<file path="src/rtl/proc_pkg.sv">
// -----------------------------------------------------------------------------
// proc_pkg
// Shared definitions for the 4-bit processor and its instruction loader.
//   INSTR_W        : instruction word width
//   NOP_WORD       : instruction used to pad unused instruction-memory words
//   LOAD/ADD/SUB/NOP : opcode field values (instruction bits [7:6])
//   loader_state_t : states of the instruction loader FSM
// -----------------------------------------------------------------------------
package proc_pkg;

   localparam int INSTR_W = 8;

   localparam logic [INSTR_W-1:0] NOP_WORD = 8'b11_00_0000;

   localparam logic [1:0] LOAD = 2'b00;
   localparam logic [1:0] ADD  = 2'b01;
   localparam logic [1:0] SUB  = 2'b10;
   localparam logic [1:0] NOP  = 2'b11;

   typedef enum logic [2:0] {
      LEN,
      DATA,
      CSUM,
      FILL,
      DONE,
      ERROR
   } loader_state_t;

   // Opcode field of an instruction word.
   function automatic logic [1:0] opcode_of(input logic [INSTR_W-1:0] word);
      return word[INSTR_W-1 -: 2];
   endfunction

endpackage

</file>
<file path="src/rtl/instr_loader_if.sv">
// -----------------------------------------------------------------------------
// instr_loader_if
// Byte stream carrying a program image into the instruction loader.
//   in_valid : stream byte valid           (master -> slave)
//   in_data  : stream byte                 (master -> slave)
//   in_ready : loader can accept a byte    (slave -> master)
// Modports: master = host/boot side, slave = loader side.
// -----------------------------------------------------------------------------
interface instr_loader_if;
   import proc_pkg::*;

   logic               in_valid;
   logic [INSTR_W-1:0] in_data;
   logic               in_ready;

   modport master (output in_valid, output in_data, input in_ready);
   modport slave  (input in_valid, input in_data, output in_ready);

endinterface

</file>
<file path="src/rtl/instr_loader.sv">
// -----------------------------------------------------------------------------
// instr_loader
// Writer side of the processor's instruction memory. Receives a program image
// as LEN, N instruction bytes, CSUM over the byte stream, writes the bytes to
// addresses 0..N-1, checks length and checksum, and keeps the processor in
// reset until the image is complete.
//
// Ports:
//   clk       : clock, rising edge
//   reset     : asynchronous, active-high reset
//   s_in      : byte stream (instr_loader_if.slave)
//   restart   : pulse; re-arms the loader from DONE or ERROR
//   mem_we    : instruction-memory write enable (registered)
//   mem_addr  : write address (registered)
//   mem_wdata : write data (registered)
//   cpu_reset : processor reset, low only in DONE
//   done      : image loaded and verified
//   error     : bad length or checksum mismatch
//
// Build option: LOADER_NOP_FILL_EN
//   defined   : after a good checksum, words N..DEPTH-1 are written with
//               NOP_WORD (one per cycle) before DONE.
//   undefined : a good checksum goes straight to DONE; words N..DEPTH-1 keep
//               their previous contents.
// -----------------------------------------------------------------------------
module instr_loader #(
   parameter int         DEPTH    = 32,
   parameter int         AW       = $clog2(DEPTH),
   parameter logic [7:0] NOP_WORD = proc_pkg::NOP_WORD
) (
   input  logic            clk,
   input  logic            reset,
   instr_loader_if.slave   s_in,
   input  logic            restart,
   output logic            mem_we,
   output logic [AW-1:0]   mem_addr,
   output logic [7:0]      mem_wdata,
   output logic            cpu_reset,
   output logic            done,
   output logic            error
);
   import proc_pkg::*;

   localparam logic [7:0]  DEPTH_B  = 8'(DEPTH);
   localparam logic [AW:0] DEPTH_P  = (AW+1)'(DEPTH);
   localparam logic [AW:0] LAST_IDX = (AW+1)'(DEPTH - 1);

   loader_state_t state_reg, state_next;
   // Pointer and length are one bit wider than the address so N == DEPTH fits.
   logic [AW:0]   len_reg, len_next;
   logic [AW:0]   wr_ptr_reg, wr_ptr_next;
   logic [7:0]    sum_reg, sum_next;
   logic          mem_we_reg, mem_we_next;
   logic [AW-1:0] mem_addr_reg, mem_addr_next;
   logic [7:0]    mem_wdata_reg, mem_wdata_next;

   logic ready;
   logic xfer;

   assign ready = !reset && (state_reg == LEN || state_reg == DATA || state_reg == CSUM);
   assign xfer  = s_in.in_valid && ready;

   assign s_in.in_ready = ready;
   assign mem_we        = mem_we_reg;
   assign mem_addr      = mem_addr_reg;
   assign mem_wdata     = mem_wdata_reg;
   assign done          = (state_reg == DONE);
   assign error         = (state_reg == ERROR);
   assign cpu_reset     = (state_reg != DONE);

   always_ff @(posedge clk or posedge reset) begin
      if (reset) begin
         state_reg     <= LEN;
         len_reg       <= '0;
         wr_ptr_reg    <= '0;
         sum_reg       <= '0;
         mem_we_reg    <= 1'b0;
         mem_addr_reg  <= '0;
         mem_wdata_reg <= '0;
      end else begin
         state_reg     <= state_next;
         len_reg       <= len_next;
         wr_ptr_reg    <= wr_ptr_next;
         sum_reg       <= sum_next;
         mem_we_reg    <= mem_we_next;
         mem_addr_reg  <= mem_addr_next;
         mem_wdata_reg <= mem_wdata_next;
      end
   end

   always_comb begin
      state_next     = state_reg;
      len_next       = len_reg;
      wr_ptr_next    = wr_ptr_reg;
      sum_next       = sum_reg;
      mem_we_next    = 1'b0;
      mem_addr_next  = mem_addr_reg;
      mem_wdata_next = mem_wdata_reg;

      case (state_reg)
         LEN: begin
            if (xfer) begin
               if (s_in.in_data == 8'd0 || s_in.in_data > DEPTH_B) begin
                  state_next = ERROR;
               end else begin
                  len_next    = s_in.in_data[AW:0];
                  wr_ptr_next = '0;
                  sum_next    = '0;
                  state_next  = DATA;
               end
            end
         end
         DATA: begin
            if (xfer) begin
               mem_we_next    = 1'b1;
               mem_addr_next  = wr_ptr_reg[AW-1:0];
               mem_wdata_next = s_in.in_data;
               sum_next       = sum_reg + s_in.in_data;
               wr_ptr_next    = wr_ptr_reg + 1'b1;
               if (wr_ptr_reg == len_reg - 1'b1) begin
                  state_next = CSUM;
               end
            end
         end
         CSUM: begin
            if (xfer) begin
               if (s_in.in_data == sum_reg) begin
`ifdef LOADER_NOP_FILL_EN
                  // wr_ptr already equals N here, so FILL starts at address N.
                  state_next = (len_reg < DEPTH_P) ? FILL : DONE;
`else
                  state_next = DONE;
`endif
               end else begin
                  state_next = ERROR;
               end
            end
         end
         FILL: begin
            mem_we_next    = 1'b1;
            mem_addr_next  = wr_ptr_reg[AW-1:0];
            mem_wdata_next = NOP_WORD;
            wr_ptr_next    = wr_ptr_reg + 1'b1;
            if (wr_ptr_reg == LAST_IDX) begin
               state_next = DONE;
            end
         end
         DONE, ERROR: begin
            if (restart) begin
               state_next = LEN;
            end
         end
         default: begin
            state_next = LEN;
         end
      endcase
   end

endmodule

</file>
<file path="src/flat_wrapper.sv">
// flat-port wrapper written by rule: the top's interface ports become plain ports
module instr_loader_flat import proc_pkg::*;
#(
   parameter int         DEPTH    = 32,
   parameter int         AW       = $clog2(DEPTH),
   parameter logic [7:0] NOP_WORD = proc_pkg::NOP_WORD
)
  (clk, reset, restart, mem_we, mem_addr, mem_wdata, cpu_reset, done, error, s_in_in_valid, s_in_in_data, s_in_in_ready);
  instr_loader_if s_in_i ();
  input  logic clk;
  input  logic reset;
  input  logic restart;
  output logic mem_we;
  output logic [AW-1:0] mem_addr;
  output logic [7:0] mem_wdata;
  output logic cpu_reset;
  output logic done;
  output logic error;
  input wire logic [$bits(s_in_i.in_valid)-1:0] s_in_in_valid;
  input wire logic [$bits(s_in_i.in_data)-1:0] s_in_in_data;
  output wire logic [$bits(s_in_i.in_ready)-1:0] s_in_in_ready;
  assign s_in_i.in_valid = s_in_in_valid;
  assign s_in_i.in_data = s_in_in_data;
  assign s_in_in_ready = s_in_i.in_ready;
  instr_loader #(.DEPTH(DEPTH), .AW(AW), .NOP_WORD(NOP_WORD)) u_core (.clk(clk), .reset(reset), .s_in(s_in_i), .restart(restart), .mem_we(mem_we), .mem_addr(mem_addr), .mem_wdata(mem_wdata), .cpu_reset(cpu_reset), .done(done), .error(error));
endmodule
</file>
<file path="config.mk">
export PLATFORM = sky130hd
export DESIGN_NAME = instr_loader_flat
export DESIGN_NICKNAME = d
export VERILOG_FILES = /design/src/rtl/proc_pkg.sv /design/src/rtl/instr_loader_if.sv /design/src/rtl/instr_loader.sv /design/src/flat_wrapper.sv
export SDC_FILE = /design/constraint.sdc
export NUM_CORES = 1
export LEC_CHECK = 0
export ABC_AREA = 1
export BUFFER_PORTS_ARGS = -buffer_cell sky130_fd_sc_hd__buf_2
export CAP_MARGIN = 30
export CORE_MARGIN = 1
export CORE_UTILIZATION = 35
export DETAILED_ROUTE_END_ITERATION = 7
export PLACE_DENSITY_LB_ADDON = 0.1
export SYNTH_ARGS = -nofsm -noshare
export SYNTH_HDL_FRONTEND = slang
export SYNTH_SLANG_ARGS = --single-unit
</file>
<file path="constraint.sdc">
create_clock -name clk -period 3.4 [get_ports clk]
set_clock_uncertainty 0.2 [all_clocks]
set_input_delay 0.34 -clock clk [delete_from_list [all_inputs] [get_ports clk]]
set_output_delay 0.34 -clock clk [all_outputs]
set_load 0.01 [all_outputs]
</file>
; Word level (Yosys, flattened, before mapping)
; Index checks and enable logic that the tools add are counted.
[totals]
elab_cells = 68
regBits = 37
output_inout_bits = 18
[op_classes]
n_addsub = 3
bitwise_logic = 1
muxes = 23
eq_ne = 16
n_lt_le_gt_ge = 1
reduce_logical = 17
[op_table]
columns = op, count
row1 = two-way mux 8 bit, 4
row2 = case mux 8 bit (2 select lines), 2
row3 = two-way mux 3 bit, 7
row4 = two-way mux 6 bit, 3
row5 = case mux 6 bit (3 select lines), 1
row6 = case mux 3 bit (5 select lines), 1
row7 = case mux 5 bit (2 select lines), 1
row8 = adder 8 bit, 1
row9 = == test 8 bit, 1
row10 = "> comparator 8 x 6 -> 1 bit, second input constant", 1
row11 = logical NOT 8 bit, 1
row12 = "inequality test 2 x 1 -> 1 bit, second input constant", 4
row13 = AND reduction 4 bit, 2
row14 = "adder 6 x 1 -> 6 bit, second input constant", 1
row15 = "== test 3 x 2 -> 1 bit, second input constant", 2
row16 = "== test 3 bit, second input constant", 2
row17 = "== test 6 x 5 -> 1 bit, second input constant", 1
row18 = == test 6 bit, 1
row19 = "inequality test 2 bit, second input constant", 3
row20 = AND reduction 6 bit, 1
row21 = "subtractor 6 x 1 -> 6 bit, second input constant", 1
row22 = two-way mux 5 bit, 1
row23 = nonzero test 2 bit, 2
row24 = "== test 3 x 1 -> 1 bit, second input constant", 1
row25 = 12 further kinds, 16

; Logic depth before layout (Yosys ltp)
[depth]
word_depth = 7
ltp_mapped = 12
mapped_depth_nobuf = 12

; Worst setup path after synthesis
; Ideal clock, no wire load.
[synth_path]
kind = input-to-reg
startpoint = input port reset
endpoint = register u_core.mem_wdata_reg[0] (netlist: u_core.mem_wdata[0])
cell_stages = 9
path_buffers = 1
required_ns = 3.076
setup_ns = 0.124
arrival_ns = 1.924
path_slack_ns = 1.152
path_cell_list = inv_1 -> nand2_4 -> nor2_8 -> nand2_4 -> nand2_4 -> inv_4 -> buf_6 -> nand2_1 -> o31ai_1
[synth_via]
elab_chain_cells = 5
[synth_rtl]
columns = element, line
row1 = start: declaration, flat_wrapper.sv:11  ; input logic reset;
row2 = logical NOT 1 bit (no source line), --
row3 = logical AND 1 bit, instr_loader.sv:60  ; assign ready = !reset && (state_reg == LEN || state_reg == DATA || state_reg == CSUM);
row4 = logical AND 1 bit, instr_loader.sv:61  ; assign xfer = s_in.in_valid && ready;
row5 = inequality test 2 x 1 -> 1 bit (no source line), --
row6 = AND reduction 2 bit (no source line), --
row7 = end signal: assignment, instr_loader.sv:87  ; mem_wdata_reg <= mem_wdata_next;
row8 = end: declaration, instr_loader.sv:55  ; logic [7:0] mem_wdata_reg, mem_wdata_next;
; No other way between the ends.
; A chain may end at the register's enable or synchronous reset.

; Worst setup path after layout
[layout_path]
startpoint = register u_core.len_reg[0]
endpoint = register u_core.state_reg[2]
[layout_via]
elab_chain_cells = 4
[layout_rtl]
columns = element, line
row1 = start: declaration, instr_loader.sv:50  ; logic [AW:0] len_reg, len_next;
row2 = start signal: assignment, instr_loader.sv:82  ; len_reg <= len_next;
row3 = subtractor 6 x 1 -> 6 bit, instr_loader.sv:120  ; if (wr_ptr_reg == len_reg - 1'b1) begin
row4 = == test 6 bit, instr_loader.sv:120
row5 = inequality test 2 bit (no source line), --
row6 = AND reduction 6 bit (no source line), --
row7 = end signal: assignment, instr_loader.sv:81  ; state_reg <= state_next;
row8 = end: declaration, instr_loader.sv:48  ; loader_state_t state_reg, state_next;
; No other way between the ends.

==> results.txt <==
Outcome: finished clean
Initial antenna violation count: 0
Hold Fails Final Rpt: 0
FILL cells: 674
WP data arrival: 1900 ps
Crit-path slowest cell: dfrtp_1
Root Buffer: clkbuf_8
Hold/Removal Path Class: in -> async
Deepest clock path buffer count: 2
Gpl congestion: 0.880
CTS Buf Count: 5
Worst-Skew Late Latency: 290 ps
DR vias/cell: 4.89
CP Class: reg -> reg
Slew @ Worst Pin: 494 ps
Site Rows: 29
R2R setup slack: 1530 ps
Clk sinks: 37
Dpl cells: 402
Post-synth cell types: 37
Placement Setup Slack: 1490 ps
Worst Setup Start Kind: flop
Kind of end point of the critical path: flop
Worst setup margin: 1530 ps
Mapped Nets: 320
Crit path from: u_core.len_reg[0]$_DFFE_PP0P_
NetSw: 0.927 mW
R2R Path Start: u_core.len_reg[0]$_DFFE_PP0P_
Post-CTS Setup Repair Bufs: 0
Antenna Nets Post-Route: 0
Power per cell area: 783 nW/um2
Post-synthesis cell area: 2340 um2
Pin count of the biggest net entering global routing: 38
Combinational share of power: 48.1%
I/O Pins: 30
Ys flop type: dfrtp_1
Chip height: 83.8 um
Commonest non-fill, non-tap cells in the layout: 92 x nand2_1, 37 x dfrtp_1, 35 x inv_1
DRC: 0
Reg2reg end: u_core.state_reg[2]$_DFFE_PP0P_
Number of synthesized flops with an enable pin: 0
Clk pin slew, worst setup/hold paths: 80 ps
Critical path required time: 3430 ps
# port buffers: 29
Post-cts resize count: 0
Buf/Inv on CP: 2
DIE AREA: 7020 um2
Cell area after placement: 2560 um2
Routed WL: 5.42 mm
Vias in the first global route: 1,984
Nets: 354
DRT iter0 DRCs: 150
Leakage: 1.41 nW
Crit path cell chain: inv_1 > ha_1 > nand2_1 > nor2_1 > nand2_1 > nand2_1 > inv_1 > nor2_1 > nand3_2 > nand2_1 > nand2_1 > nand2_1
# diodes: 0
Core area: 6390 um2
Layout cell share with drive strength beyond 1: 20.2%
Synthesis-to-finish area growth: 13.2%
Overall power: 2.08 mW
Hold Slack: 54.3 ps
Post-DP HPWL: 4.09 mm
DR vias: 1,998
Clock power share: 15.5%
First-pass GRT wire length: 9.49 mm
Slew Limit Headroom: 67.0%
Layout Cells excl Fill: 409
Crit-path max cell delay: 390 ps
DIE WIDTH: 83.8 um
Most common cell on crit path: nand2_1
Max-slew violations: 0
# setup viols final: 0
CP delay by family, top: simple AND/OR/NAND/NOR gates
Mean area per synthesized cell: 7.86 um2
Met1 Use GR: 23.4%
Commonest non-fill, non-tap cell in the layout: nand2_1
Ys async rst share: 100%
Sequential Power Share: 36.4%
M3 GR Usage: 2.97%
Drt pass-1 iters: 4
Wire per inst: 13.2 um
Total grt overflow: 0
RSZ-0062 raised after global routing: no
Crit Path Max Fanout: 7
Final min period: 1870 ps
GRT met2 Usage: 27.7%
Post-Route Utilization: 41.5%
Syn. warnings: 0
Fin area: 2650 um2
Most Crowded Layer GR: met2
Tcrit/Tclk final: 55.0%
Internal Pwr Total: 1.15 mW
H-Tree Depth: 2
# hold bufs at CTS: 0
GRT Util Overall: 17.2%
Switching share of power: 44.7%
Max cap viols: 0
Fin Setup TNS: 0 ps
Cells after Synth: 298
R2R depth: 12
Fmax: 0.535 GHz
Peak supply drop: 282 uV
Register area share after synthesis: 39.6%
TritonCTS clock tree: yes
Starting Density: 36.7%
Flop and latch count out of synthesis: 37
## final cells by class
cell class              instances  area [um2]  share of cell area (%)
flip-flops and latches         37         926                    34.9
multi-input cells             217        1230                    46.3
clock inverters                 1        7.51                   0.283
inverters                      41         159                    6.00
clock buffers                   6        82.6                    3.12
well taps                      77        96.3                    3.64
repair buffers                 30         153                    5.76
## worst max path at each step
stage                                        to  slack (ps)  depth (start not counted)
6_report        u_core.state_reg[2]$_DFFE_PP0P_        1530                         12
5_1_grt         u_core.state_reg[1]$_DFFE_PP0P_        1320                         10
4_1_cts           u_core.sum_reg[5]$_DFFE_PP0P_        1520                          7
3_5_place_dp   u_core.wr_ptr_reg[0]$_DFFE_PP0P_        1490                         11
3_3_place_gp   u_core.wr_ptr_reg[5]$_DFFE_PP0P_        1510                         11
2_1_floorplan   u_core.mem_wdata[0]$_DFFE_PP0P_        1150                          9
## worst min-delay path, stage by stage
cell and delay [ps]:
buf_2 100, inv_1 100, buf_4 450
## power by group through the flow
stage	registers [mW]	logic, mW	clock network (mW)
3_3_place_gp	0.765	1.00	0
2_1_floorplan	0.763	0.734	0
5_1_grt	0.783	1.16	0.355
4_1_cts	0.755	1.01	0.336
6_report	0.755	0.998	0.322
3_5_place_dp	0.761	1.00	0
## kinds of logic after synthesis
family | synth area share [%]
adders and majority gates | 5.67
buffers and inverters | 8.07
AOI/OAI and AO/OA | 10.6
and+or+nand+nor | 32.7
DFF | 39.6
xor gates and xnor gates | 3.37
## routing by layer
layer  part of all wire [%]  up-vias  routed length [um]
met5                      0        -                   0
met4                    1.3        0                  69
met3                    3.0        6                 163
met2                     48       39                2580
met1                     48      925                2600
li1                       -     1028                   -
## synth_stat cells, types with 5 or more instances
master	n	area [um2]
nor3_1	6	30.0
o21ai_1	10	50.1
inv_1	35	131
o21ai_0	5	25.0
o21ai_2	5	43.8
xor2_1	6	52.6
ha_1	9	113
nand2_2	5	31.3
dfrtp_1	37	926
nand2_1	92	345
nand4_1	7	43.8
nor2_1	15	56.3
nand3_1	18	90.1
(Power assumes the default switching activity.)
